==> config.mk <==
export PLATFORM = sky130hd
export DESIGN_NAME = run_length_fsm
export DESIGN_NICKNAME = d
export VERILOG_FILES = /design/src/rtl/run_length_fsm_pkg.sv /design/src/rtl/run_length_fsm_sat_counter.sv /design/src/rtl/run_length_fsm.sv
export SDC_FILE = /design/constraint.sdc
export NUM_CORES = 1
export LEC_CHECK = 0
export ABC_CLOCK_PERIOD_IN_PS = 3300
export CAP_MARGIN = 25
export CORE_AREA = 5 5 42 44
export DETAILED_ROUTE_END_ITERATION = 7
export DIE_AREA = 0 0 47 49
export PLACE_DENSITY = 0.77
export SYNTH_ARGS = -nofsm -noshare
export SYNTH_HDL_FRONTEND = slang
export SYNTH_HIERARCHICAL = 1
export SYNTH_SLANG_ARGS = --single-unit
==> constraint.sdc <==
create_clock -name clk -period 3.3 [get_ports clk]
set_input_delay 0.66 -clock clk [delete_from_list [all_inputs] [get_ports clk]]
set_output_delay 0.66 -clock clk [all_outputs]
set_load 0.005 [all_outputs]
==> src/rtl/run_length_fsm_pkg.sv <==
// Shared state encoding and helpers for the run-length sequence detector.
package run_fsm_pkg;

    localparam int unsigned STATE_W = 2;

    typedef enum logic [STATE_W-1:0] {
        IDLE = 2'b00,
        RUN0 = 2'b01,
        RUN1 = 2'b10
    } state_t;

    // RUN state that corresponds to a given run polarity.
    function automatic state_t run_state(input logic bit_val);
        return bit_val ? RUN1 : RUN0;
    endfunction

endpackage

==> src/rtl/run_length_fsm_sat_counter.sv <==
// Saturating up-counter with synchronous clear; holds at all-ones.
module sat_counter #(
    parameter int unsigned W = 8
) (
    input  logic         clk,
    input  logic         inc,
    input  logic         clear,
    output logic [W-1:0] count
);

    always_ff @(posedge clk) begin
        if (clear) begin
            count <= '0;
        end else if (inc && (count != {W{1'b1}})) begin
            count <= count + W'(1);
        end
    end

endmodule

==> src/rtl/run_length_fsm.sv <==
// Run-length tracker on a qualified serial bit; flags runs reaching RUN_LEN.
// Optional detection event counter enabled by defining RUN_LENGTH_FSM_EVT_CNT_EN.
module run_length_fsm
    import run_fsm_pkg::*;
#(
    parameter int unsigned RUN_LEN = 4,
    parameter int unsigned CNT_W   = $clog2(RUN_LEN + 1),
    parameter int unsigned EVT_W   = 8
) (
    input  logic                clk,
    input  logic                reset,
    input  logic                clr,
    input  logic                in_valid,
    input  logic                w,
    output logic [STATE_W-1:0]  state,
    output logic                run_bit,
    output logic [CNT_W-1:0]    run_cnt,
    output logic                hit,
    output logic                hit_pulse,
    output logic [EVT_W-1:0]    evt_cnt
);

    state_t           state_q;
    state_t           state_d;
    logic             bit_d;
    logic [CNT_W-1:0] cnt_d;
    logic             hit_d;
    logic             pulse_d;

    assign state = state_q;

    // State and run-tracking registers; clr mirrors reset except for evt_cnt.
    always_ff @(posedge clk) begin
        if (reset || clr) begin
            state_q   <= IDLE;
            run_bit   <= 1'b0;
            run_cnt   <= '0;
            hit       <= 1'b0;
            hit_pulse <= 1'b0;
        end else begin
            state_q   <= state_d;
            run_bit   <= bit_d;
            run_cnt   <= cnt_d;
            hit       <= hit_d;
            hit_pulse <= pulse_d;
        end
    end

    // Next-state and run-length update.
    always_comb begin
        state_d = state_q;
        bit_d   = run_bit;
        cnt_d   = run_cnt;
        pulse_d = 1'b0;

        case (state_q)
            IDLE: begin
                if (in_valid) begin
                    state_d = run_state(w);
                    bit_d   = w;
                    cnt_d   = CNT_W'(1);
                end
            end
            RUN0, RUN1: begin
                if (in_valid) begin
                    if (w == run_bit) begin
                        if (run_cnt < CNT_W'(RUN_LEN)) begin
                            cnt_d = run_cnt + CNT_W'(1);
                        end
                        pulse_d = (run_cnt == CNT_W'(RUN_LEN - 1));
                    end else begin
                        state_d = run_state(w);
                        bit_d   = w;
                        cnt_d   = CNT_W'(1);
                    end
                end
            end
            default: begin
                // Unused encoding recovers to IDLE regardless of in_valid.
                state_d = IDLE;
                bit_d   = 1'b0;
                cnt_d   = '0;
            end
        endcase

        hit_d = (cnt_d == CNT_W'(RUN_LEN));
    end

`ifdef RUN_LENGTH_FSM_EVT_CNT_EN
    sat_counter #(
        .W (EVT_W)
    ) u_evt_cnt (
        .clk   (clk),
        .inc   (hit_pulse),
        .clear (reset),
        .count (evt_cnt)
    );
`else
    assign evt_cnt = '0;
`endif

endmodule
# == After elaboration in Yosys (flattened, before gate mapping) ==
# Cells that the tools add are included.
# classes
n_addsub,1
magnitude_cmp,1
n_eq_ne,8
n_mux,14
bitwise,3
reduce_logical,5
# op_table
operator,n
$mux W3,4
$mux W2,4
$ne A2 B2 Y1 const B,3
$pmux W3 S2,1
$pmux W2 S2,1
$reduce_or A4 Y1,1
$add A3 B1 Y3 const B,1
$eq A3 B2 Y1 const B,1
$eq A3 B3 Y1 const B,1
$lt A3 B3 Y1 const B,1
$mux W1,3
$not A1 Y1,3
$reduce_and A3 Y1,1
$eq A2 B1 Y1 const B,1
$eq A2 B2 Y1 const B,1
$logic_not A2 Y1,1
$pmux W1 S2,1
$reduce_or A2 Y1,1
$eq A1 B1 Y1,1
$logic_or A1 B1 Y1,1
# totals
register_bits,8
in_bits,5
out_inout_bits,16
elab_cells,37

# == Longest topological paths before layout ==
# logic_depth
ltp_word,6
ltp_mapped,6
depth_no_buf,6

# == Least setup slack after synthesis ==
# OpenSTA, ideal clock, no wires.
# synth_path
path_type,reg2reg
startpoint,reg run_bit
endpoint,reg run_bit
setup_ns,0.116
t_arrival_ns,1.468
required_ns,3.184
path_slack_ns,1.716
stages_incl_launch_ff,7
n_path_buf,0
synth_period_minus_slack_ns,1.584
cell_sequence,dfxtp_1 -> inv_1 -> ha_1 -> o21ba_2 -> a21oi_4 -> mux2i_1 -> nor3_1
# synth_via
elab_chain_len,3
# synth_lines
element,line,text
start: declaration,run_length_fsm.sv:16,"output logic run_bit,"
start signal: assignment,run_length_fsm.sv:42,run_bit <= bit_d;
$eq A1 B1 Y1,run_length_fsm.sv:66,if (w == run_bit) begin
$ne A2 B2 Y1 (no source line),--,
$reduce_and A3 Y1 (no source line),--,
# No other way between the ends.
# A chain may end at the register's enable or synchronous reset.

# == Final worst setup path ==
# layout_path
startpoint,reg run_bit
endpoint,out run_bit
# No word-level cell between the ends.

==> impl_metrics.ini <==
[worst_setup_path]
path_buf_inv = 1
cp_slowest_cell = clkdlybuf4s50_1
worstPathCellList = clkdlybuf4s50_1
cp_top_family = buffers and inverters
worst-path-max-fanout = 6
cp_data_required_time_ns = 2.64
slowest_delay_ns = 0.55
critPathKind = reg2out
critPathLaunchType = flip-flop
worstSetupEndpointType = output pin
crit_arrival_ns = 1.25

[logic_synthesis]
synth-seq-cells = 7
avgSynthCellArea_um2 = 9.397
ys_types = 20
yosys_warnings = 6
synth_most_common_cell = buf_4
async_flop_share = 0
yosys-top-cells-area = dfxtp_1 32%, buf_4 15%, ha_1 8.5%
synth_commonest_cells = 9 x buf_4, 7 x dfxtp_1, 4 x nor2_1
yosysSeqAreaShare = 0.3173
syn_area_um2 = 441.7
syn_inst = 47
synth_top_area_frac = 0.3173
yosysTopAreaCell = dfxtp_1
yosys_most_used_dff = dfxtp_1
synth-edff-count = 0

[status]
status = complete, no violations

[sta]
timing.setup.tns_ns = 0
maxSlewViolCount = 0
post-route-min-period_ns = 1.913
fmax_mhz = 522.7
fin_ws_ns = 1.387
final_hold_viol_count = 0
clock-skew-final_ns = 0.001407
setup_viol = 0
rsz0062_at_grt = false
period_share = 0.5798

[global_route]
grt_max_degree = 7
grt_pass1_wl_um = 1276
overflow = 0
grt.total_usage = 0.07546
antenna_found_initial = 0
first_global_vias = 310

[clock_tree]
clk_latency_ns = 0.24
htree_levels = 1
cts-root-buf = clkbuf_4
hold_buffers = 0
numCtsBuffers = 3
ctsResizeCount = 0
cts_setup_buffers = 0
clk_pin_slew_ns = 0.05
cts_sinks = 7
cts_tree = built
clock_path_buffers = 2

[power]
pwr_density_cell_nw_per_um2 = 356.2
swShare = 0.2521
p_int_mw = 0.1510
clock_power_share = 0.378
peakVddDrop_v = 0.0002752
pwr-share-comb = 0.181
p_total_mw = 0.2019
seqPwrFrac = 0.441
leakage_nw = 0.2392
power.net_switching_mw = 0.05089

[place]
port_buffers = 12
dp_slack_ns = 1.288
post_dp_cell_area_um2 = 540.5
globalplace.congestion = 0.7594

[cells_and_area]
nNetsFinal = 70
fin_area_um2 = 566.8
final_layout_size_suffix_gt1_frac = 0.1311
antenna_cells = 0
syn2layout_area_growth_pct = 28.33

[drt]
drt-total-wl_um = 787
wl_per_cell_um = 10.22
drc = 0
ant_nets = 0
num_vias = 336
dr.pass1.iters = 1
vias_per_cell = 4.364
drt-initial-drc-count = 0

[floorplan]
die_x_um = 47
num_io_pins = 21
die_area_um2 = 2303
die_y_um = 49
start_util = 0.3152
num_rows = 14
core_area_um2 = 1401

[worst_hold_path]
worstHoldPathType = reg2reg

[run]
maxCapViolations = 0
area by class of cell:
type | instances | area (um2)
well taps | 16 | 20.02
fillers | 146 | 834.6
multi-input cells | 35 | 249.0
inverters | 3 | 11.26
flip-flops and latches | 7 | 140.1
repair buffers | 12 | 120.1
clock buffers | 4 | 26.28
registers in the layout, indices dropped and copies added, names as in the netlist:
register and flops:
hit 1, hit_pulse 1, run_bit 1, run_cnt 3, state 1
power groups by stage:
stage | Clock [mW] | Combinational [mW] | Sequential, mW
2_1_floorplan | 0 | 0.0300 | 0.0905
3_3_place_gp | 0 | 0.0358 | 0.0906
3_5_place_dp | 0 | 0.0367 | 0.0907
4_1_cts | 0.0798 | 0.0369 | 0.0889
5_1_grt | 0.0825 | 0.0404 | 0.0892
6_report | 0.0763 | 0.0366 | 0.0889
per-layer routing:
metal / GRT usage / up-vias / part of all wire
met2: 0.1222 / 7 / 0.52
met5: 0 / - / 0
met1: 0.07506 / 154 / 0.38
li1: - / 173 / -
met4: 0.05530 / 0 / 0.015
met3: 0.02583 / 2 / 0.081
path summary, 6_finish.rpt:
| path | slack (ns) | cells past startpoint | start | to |
|---|---|---|---|---|
| min reg2reg | 0.58 | 2 | state[0] | state[0] |
| max | 1.39 | 1 | run_bit | run_bit |
| min | 0.58 | 2 | state[0] | state[0] |
| max reg2reg | 1.61 | 6 | run_bit | run_bit |
layout by cell type (no fill, tap or decap), drive strengths merged:
master / instances
o21ai: 1
clkbuf: 4
ha: 3
a41oi: 1
and4: 1
dfxtp: 7
inv: 3
clkdlybuf4s50: 12
xnor2: 1
or3: 1
a31oi: 2
o21ba: 1
and3: 1
conb: 8
nor2b: 2
nor3: 4
nor3b: 1
nor2: 4
mux2i: 3
a21oi: 1
metrics by stage:
step	instances	hold slack, ns	utilization
global placement	73	0.5586	0.3857
detailed placement	73	0.5660	0.3857
global route	77	0.6209	0.4045
floorplan	54	0.5354	-
finish	77	0.5757	0.4045
CTS	77	0.5871	0.4045
logic make-up (layout without fill, tap and decap cells):
group / after synthesis / after routing / synth area share
and+or+nand+nor: 14 / 14 / 0.1870
buffers and inverters: 12 / 19 / 0.1785
DFF: 7 / 7 / 0.3173
AOI/OAI and AO/OA: 6 / 6 / 0.1190
adders and majority gates: 3 / 3 / 0.08499
muxes: 3 / 3 / 0.06799
other: 1 / 8 / 0.008490
xor gates and xnor gates: 1 / 1 / 0.03684
Note: power is estimated with default switching activity, not from simulation.
